### config.mk
export PLATFORM = sky130hd
export DESIGN_NAME = timer_start_scheduler
export DESIGN_NICKNAME = d
export VERILOG_FILES = /design/src/rtl/timer_start_scheduler.sv
export SDC_FILE = /design/constraint.sdc
export NUM_CORES = 1
export LEC_CHECK = 0
export BUFFER_PORTS_ARGS = -buffer_cell sky130_fd_sc_hd__buf_2
export CORE_UTILIZATION = 30
export CTS_CLUSTER_SIZE = 24
export DETAILED_ROUTE_END_ITERATION = 16
export GPL_ROUTABILITY_DRIVEN = 0
export PLACE_DENSITY = 0.58
export SYNTH_ARGS = -nofsm -noshare
export SYNTH_HDL_FRONTEND = slang
export SYNTH_SLANG_ARGS = --single-unit
### constraint.sdc
create_clock -name CLK -period 2.67 [get_ports CLK]
set_clock_uncertainty 0.15 [all_clocks]
set_input_delay 0.267 -clock CLK [delete_from_list [all_inputs] [get_ports CLK]]
set_output_delay 0.267 -clock CLK [all_outputs]
set_load 0.01 [all_outputs]
### src/rtl/timer_start_scheduler.sv
// timer_start_scheduler
//
// Queues tagged start requests for the one-shot countdown timer. Each request
// is issued as a single-cycle start strobe once the timer reports ready. The
// scheduler then follows the timer's busy period and presents a tagged
// completion, which is held until the consumer accepts it. Only one request is
// ever outstanding, so a busy timer never drops a start.
//
// Ports:
//   CLK, nRST        clock; synchronous active-low reset
//   enq__ENA/RDY     request push handshake; RDY is low when the FIFO is full
//   enq_tag          tag stored with the request
//   timerStart__ENA  start strobe to the timer (also pops the FIFO)
//   timerStart__RDY  timer idle (counter == 0)
//   timerBusy        timer busy indication
//   done__ENA/RDY    completion handshake; done_tag is the completed tag
//   pending          FIFO occupancy
//   inFlight         a request has been issued and not yet completed
//   issuedCount      starts issued so far, wraps at 16 bits
module timer_start_scheduler #(
  parameter int DEPTH     = 4,
  parameter int TAG_WIDTH = 8
) (
  input  logic                         CLK,
  input  logic                         nRST,
  input  logic                         enq__ENA,
  input  logic [TAG_WIDTH-1:0]         enq_tag,
  output logic                         enq__RDY,
  output logic                         timerStart__ENA,
  input  logic                         timerStart__RDY,
  input  logic                         timerBusy,
  output logic                         done__ENA,
  output logic [TAG_WIDTH-1:0]         done_tag,
  input  logic                         done__RDY,
  output logic [$clog2(DEPTH+1)-1:0]   pending,
  output logic                         inFlight,
  output logic [15:0]                  issuedCount
);

  localparam int PTR_W = $clog2(DEPTH);
  localparam int CNT_W = $clog2(DEPTH+1);

  typedef enum logic [1:0] {
    IDLE    = 2'd0,
    ISSUED  = 2'd1,
    RUNNING = 2'd2,
    DONE    = 2'd3
  } state_t;

  state_t               state, nextState;
  logic [TAG_WIDTH-1:0] mem [DEPTH];
  logic [PTR_W-1:0]     rdPtr, wrPtr;
  logic [CNT_W-1:0]     count;
  logic [TAG_WIDTH-1:0] curTag;
  logic                 push, pop;

  // Full is judged on the registered count only, so a pop in the same cycle
  // does not open a slot until the following cycle.
  assign enq__RDY = (count < CNT_W'(DEPTH));
  assign push     = enq__ENA && enq__RDY;
  assign pop      = timerStart__ENA;
  assign pending  = count;
  assign done_tag = curTag;
  assign inFlight = (state != IDLE);

  // Request storage: data only, no reset needed.
  always_ff @(posedge CLK) begin
    if (push) mem[wrPtr] <= enq_tag;
  end

  // FIFO control: pointers wrap naturally because DEPTH is a power of two.
  always_ff @(posedge CLK) begin
    if (!nRST) begin
      rdPtr <= '0;
      wrPtr <= '0;
      count <= '0;
    end else begin
      if (push) wrPtr <= wrPtr + 1'b1;
      if (pop)  rdPtr <= rdPtr + 1'b1;
      case ({push, pop})
        2'b10:   count <= count + 1'b1;
        2'b01:   count <= count - 1'b1;
        default: count <= count;
      endcase
    end
  end

  // Issue/completion state machine: state register.
  always_ff @(posedge CLK) begin
    if (!nRST) begin
      state       <= IDLE;
      curTag      <= '0;
      issuedCount <= '0;
    end else begin
      state <= nextState;
      if (pop) begin
        curTag      <= mem[rdPtr];
        issuedCount <= issuedCount + 16'd1;
      end
    end
  end

  // Issue/completion state machine: next state and strobes. The strobe is
  // gated by nRST so no start escapes while reset is held.
  always_comb begin
    nextState       = state;
    timerStart__ENA = 1'b0;
    done__ENA       = 1'b0;
    case (state)
      IDLE: begin
        if (nRST && (count != '0) && timerStart__RDY) begin
          timerStart__ENA = 1'b1;
          nextState       = ISSUED;
        end
      end
      // A timer whose busy never rises goes straight to completion.
      ISSUED:  nextState = timerBusy ? RUNNING : DONE;
      RUNNING: if (!timerBusy) nextState = DONE;
      DONE: begin
        done__ENA = 1'b1;
        if (done__RDY) nextState = IDLE;
      end
      default: nextState = IDLE;
    endcase
  end

endmodule
**Word level (Yosys, flattened, before mapping)**

Memory sizes are Yosys's and may differ from the RTL's. A register that Yosys moved wholly into a read port is not among the register bits.
Cells that the tools add are included.

- Magnitude comparators: 1
- Bitwise operators: 0
- Shift-type cells: 0
- Reductions and logical operators: 9
- Eq/ne operators: 8
- Mux-type cells: 11
- Div/mod/pow operators: 0
- $add $sub $neg: 5
- $mul: 0

Operators by type and width:

| operator | number |
|---|---|
| $add 16x1->16 const B | 1 |
| $pmux 2 s4 | 1 |
| $eq 2x2->1 const B | 3 |
| $mux 1 | 6 |
| $mux 2 | 3 |
| $ne 2x2->1 const B | 3 |
| $pmux 3 s2 | 1 |
| $add 2x1->2 const B | 2 |
| $eq 2x1->1 const B | 2 |
| $reduce_bool 2->1 | 2 |
| $add 3x1->3 const B | 1 |
| $logic_and 1x1->1 | 3 |
| $lt 3x3->1 const B | 1 |
| $reduce_and 3->1 | 1 |
| $reduce_bool 3->1 | 1 |
| $sub 3x1->3 const B | 1 |
| $logic_not 2->1 | 1 |
| $logic_not 1->1 | 1 |

- Word-level logic and storage cells: 40
- Output and inout port bits: 31
- Bits in read-only memories: 0
- Bits of input ports: 14
- Memories kept: 1
- Bits in latches: 0
- Bits in writable memories: 32
- Bits in registers: 25

Memory list:

| memory | depth | width | rd ports | clocked after Yosys merged registers in | wr ports | RTL line | source |
|---|---|---|---|---|---|---|---|
| mem | 4 | 8 | 1 | 1 | 1 | 51 | `logic [TAG_WIDTH-1:0] mem [DEPTH];` |

**Logic depth before layout (Yosys ltp)**

- Word-level depth: 7
- Mapped depth: 12
- Mapped depth without buffers: 10

**Worst setup path after synthesis**

No wires, ideal clock.

- Kind: register -> register
- Start point: reg state[0]
- End point: reg count[2], in the netlist pending[2]
- Period minus slack after synthesis: 2.602 ns
- Path buffers: 2
- Arrival time: 2.382 ns
- Path slack: 0.068 ns
- Required time: 2.450 ns
- Library setup time: 0.070 ns
- Stages on the path, launching flop included: 13
- Path through: dfxtp_1 > inv_1 > ha_1 > buf_2 > nand2_2 > inv_2 > buf_2 > ha_1 > inv_1 > fa_1 > xor2_1 > or3_1 > a21oi_1

- Longest elaborated chain between the ends: 4
- Elaborated cells between the ends (all ways): 6
- Classes of those cells: eq/ne (2); mux (2); reduce/logical (2)

RTL lines:

| element | RTL line | source |
|---|---|---|
| start, declared | 50 | `state_t state, nextState;` |
| start signal, assigned | 95 | `state <= nextState;` |
| $logic_not 2->1 * | 109 | `case (state)` |
| $mux 1 * | 109 |  |
| net timerStart__ENA | 29 | `output logic timerStart__ENA,` |
| $eq 2x1->1 or $eq 2x2->1 (tied branches) | 80 | `case ({push, pop})` |
| $pmux 3 s2 or $reduce_bool 2->1 (tied branches) | - |  |
| end signal, assigned | 81 | `2'b10: count <= count + 1'b1;` |
| end signal, assigned | 82 | `2'b01: count <= count - 1'b1;` |
| end signal, assigned | 83 | `default: count <= count;` |
| end, declared | 53 | `logic [CNT_W-1:0] count;` |

Mark *: on every way through the listed nets, which the timed path passes. The rest lies on a longest branch.
A chain may end at the register's enable or synchronous reset.

**Worst setup path after layout**

- Start point: reg state[0]
- End point: reg count[2], in the netlist pending[2]

- Longest elaborated chain between the ends: 4
- Elaborated cells between the ends (all ways): 6
- Classes of those cells: eq/ne (2); mux (2); reduce/logical (2)

RTL lines:

| element | RTL line |
|---|---|
| $logic_not 2->1 * | 109 |
| $mux 1 * | 109 |
| $eq 2x1->1 or $eq 2x2->1 (tied branches) | 80 |
| $pmux 3 s2 or $reduce_bool 2->1 (tied branches) | - |

Every way passes the cells marked *; elsewhere a longest branch is shown, timed or not.

==> qor.yml <==
floorplan:
  starting_utilization_of_the_core_area: 0.312
  core_sq_um: 8810
  die-width_um: 97.7
  floorplan.die_area_sq_um: 9540
  io_pins: 45
  die_h_um: 97.7
  placementRows: 34
setup_path:
  critPathSlowestCell: "sky130_fd_sc_hd__fa_1"
  slowest_delay_ns: 0.37
  crit_path_start_kind: "register"
  timing_worst_setup_path_type: "register to register"
  cp_data_required_time_ns: 2.80
  cells_traversed_along_the_worst_timing_path: "inv_1, ha_1, nand2_2, inv_2, ha_1, inv_1, fa_1, xor2_1, or3_1, a21oi_1"
  worst_r2r_path_depth: 10
  cp_data_arrival_time_ns: 2.36
  critPathMaxFanout: 5
  setup.worst_path.end_class: "register"
timing:
  fin_crit_ns: 2.23
  achievable-frequency_mhz: 448
  fin_worst_hold_slack_ns: 0.0765
  final_max_slew_viol_count: 0
  worst_slew_pin_slew_ns: 0.658
  finalHoldViolations: 0
  timing.final.ws_setup_ns: 0.437
  period_share: 0.836
  finalSetupViolations: 0
  totalNegativeSetupSlack_ns: 0
  setup_repair_after_global_routing_missed_its_margin: "no"
  timing.slew.headroom: 0.561
placed_design:
  dp_hpwl_um: 3640
  dp.cells: 376
  preCtsSetupSlack_ns: 0.447
  dpl-instance-area_sq_um: 3090
  port_bufs: 44
synth:
  seq_area_frac_synth: 0.591
  ys_seq_elements: 65
  synth_largest_type_area_fraction: 0.350
  synth_async_sr_flop_share: 0
  synth.yosys.warnings: 0
  post_synth_inst_count: 228
  synth_area_per_cell_sq_um: 12.0
  yosys-top-cells-count: "33 x sky130_fd_sc_hd__dfxtp_1, 32 x sky130_fd_sc_hd__edfxtp_1, 23 x sky130_fd_sc_hd__nand2_1"
  most_numerous_cell_in_the_yosys_netlist: "sky130_fd_sc_hd__dfxtp_1"
  synthFlopType: "sky130_fd_sc_hd__dfxtp_1"
  mappedNetlistArea_sq_um: 2750
  synth-edff-count: 32
  netlist.top_cell.by_area: "sky130_fd_sc_hd__edfxtp_1"
  post_synth_main_area_contributors: "sky130_fd_sc_hd__edfxtp_1 35%, sky130_fd_sc_hd__dfxtp_1 24%, sky130_fd_sc_hd__mux4_2 6.6%"
  synth_cell_type_count: 35
  synth_fp_nets: 254
power_and_ir_drop:
  power.share.clock: 0.348
  pwr_density_cell_nw_per_um2: 752
  p_leak_nw: 1.31
  netSwitchingPower_mw: 0.757
  vdd.ir_drop.worst_uv: 265
  power.share.combinational: 0.181
  internal_power_mw: 1.78
  totalPowerFinal_mw: 2.54
  power_frac_seq: 0.471
  switching_share: 0.298
global_routing:
  global_route.usage.met2: 0.200
  grt_antenna_before_repair: 0
  grt_use_total: 0.125
  wire_length_of_the_first_global_routing_pass_um: 8890
  top_usage_layer: "met2"
  gr-usage-met1: 0.153
  grt.overflow.total: 0
  grt_pass1_vias: 1803
  met3_routing_resource_usage_after_global_routing: 0.0367
  pin_count_of_the_biggest_net_entering_global_routing: 19
routing:
  route.antenna.remaining_nets: 0
  drt-initial-drc-count: 85
  detail_route.wl_per_cell_um: 13.7
  1st_pass_router_iterations: 10
  finalWirelength_um: 5470
  via_count_of_the_routed_design: 1869
  number_of_remaining_drc_errors: 8
  post_drt_via_cell_ratio: 4.67
finish:
  flow.area_growth_from_synthesis_pct: 23.1
  num_antenna_cells: 0
  stdcell_count: 400
  final_core_utilization: 0.384
  postLayoutCellArea_sq_um: 3380
  finalNetCount: 313
  final_layout_size_suffix_gt1_frac: 0.267
clock_tree:
  worstSkewPairLatency_ns: 0.35
  ctsHtreeMaxLevel: 3
  cts_made_buffers: 9
  clkSlewWorstSetupHoldPaths_ns: 0.08
  cts_tree: "done"
  cts.sinks: 65
  cts.root.buffer_cell: "sky130_fd_sc_hd__clkbuf_8"
  cts-root-to-sink-buffers: 2
min_path:
  whs_path_depth: 3
  hold_path.class: "primary input to register"
job:
  cap_violations: 0
status:
  status: "complete, but fails checks"
  failing_checks: "DRC"
==> state kept, by name (all words and copies together) (netlist names) <==
name	flops
mem	32
issuedCount	16
done_tag	8
pending	3
rdPtr	2
state	2
wrPtr	2
==> cell usage in the layout, fill, tap and decap left out, types with 2 or more instances in the layout <==
cell type,n
sky130_fd_sc_hd__buf_2,44
sky130_fd_sc_hd__dfxtp_1,33
sky130_fd_sc_hd__edfxtp_1,32
sky130_fd_sc_hd__nand2_1,23
sky130_fd_sc_hd__a21oi_1,20
sky130_fd_sc_hd__inv_1,15
sky130_fd_sc_hd__nor2_1,14
sky130_fd_sc_hd__ha_1,11
sky130_fd_sc_hd__o21ai_0,9
sky130_fd_sc_hd__clkbuf_8,9
sky130_fd_sc_hd__or3_1,8
sky130_fd_sc_hd__mux4_2,8
sky130_fd_sc_hd__dlygate4sd3_1,8
sky130_fd_sc_hd__xor2_1,7
sky130_fd_sc_hd__nand3_1,7
sky130_fd_sc_hd__and2_1,5
sky130_fd_sc_hd__inv_6,5
sky130_fd_sc_hd__buf_4,5
sky130_fd_sc_hd__nand4_1,4
sky130_fd_sc_hd__xnor2_1,4
sky130_fd_sc_hd__and4_1,3
sky130_fd_sc_hd__and3_1,2
==> routing by layer <==
metal  vias up  wire [um]
met5         -          0
met4         0         93
met3        10        231
met2        36       2610
met1       897       2540
li1        926          -
==> power by group through the flow <==
| stage | combinational [mW] | sequential, mW | clock, mW |
|---|---|---|---|
| 2_1_floorplan | 0.315 | 1.21 | 0 |
| 3_3_place_gp | 0.453 | 1.22 | 0 |
| 3_5_place_dp | 0.456 | 1.22 | 0 |
| 4_1_cts | 0.468 | 1.20 | 0.902 |
| 5_1_grt | 0.517 | 1.21 | 0.938 |
| 6_report | 0.461 | 1.20 | 0.884 |
==> kinds of logic after synthesis <==
| logic type | count (synthesis) | share of synthesized area |
|---|---|---|
| DFF | 65 | 0.591 |
| xor gates and xnor gates | 11 | 0.0351 |
| and+or+nand+nor | 71 | 0.136 |
| AOI/OAI and AO/OA | 35 | 0.0734 |
| muxes | 9 | 0.0693 |
| buffers and inverters | 25 | 0.0383 |
| adders and majority gates | 12 | 0.0574 |
==> worst max-delay path: cells and delay by family (launching register included) <==
| family | cells | cell delay [ns] |
|---|---|---|
| xor+xnor | 1 | 0.15 |
| compound gates | 1 | 0.14 |
| flops | 1 | 0.33 |
| fa+ha+maj | 3 | 0.77 |
| simple gates | 2 | 0.38 |
| buf+inv | 3 | 0.26 |
==> final timing paths <==
| kind | startpoint | endpoint | slack (ns) |
|---|---|---|---|
| worst max register to register | state[0]$_SDFFE_PN0P_ | pending[2]$_SDFFE_PN0P_ | 0.44 |
| worst max-delay path | state[0]$_SDFFE_PN0P_ | pending[2]$_SDFFE_PN0P_ | 0.44 |
| worst min register to register | done_tag[3]$_SDFFE_PN0P_ | done_tag[3]$_SDFFE_PN0P_ | 0.30 |
| worst min-delay path | nRST | issuedCount[5]$_SDFFE_PN0P_ | 0.08 |
==> cell type report <==
cell class	instances	area (sq um)
Clock buffer	9	124
Clock inverter	7	81.3
Sequential cell	65	1620
Timing Repair Buffer	57	338
Inverter	16	60.1
Fill cell	869	5430
Multi-Input combinational cell	138	1020
Tap cell	108	135
==> repair_timing <==
item,4_1_cts,5_1_grt
setup buffers,0,0
resized for setup,0,0
hold buffers,8,0
hold endpoints to repair,32,0
Power figures use the tool's default switching activity.
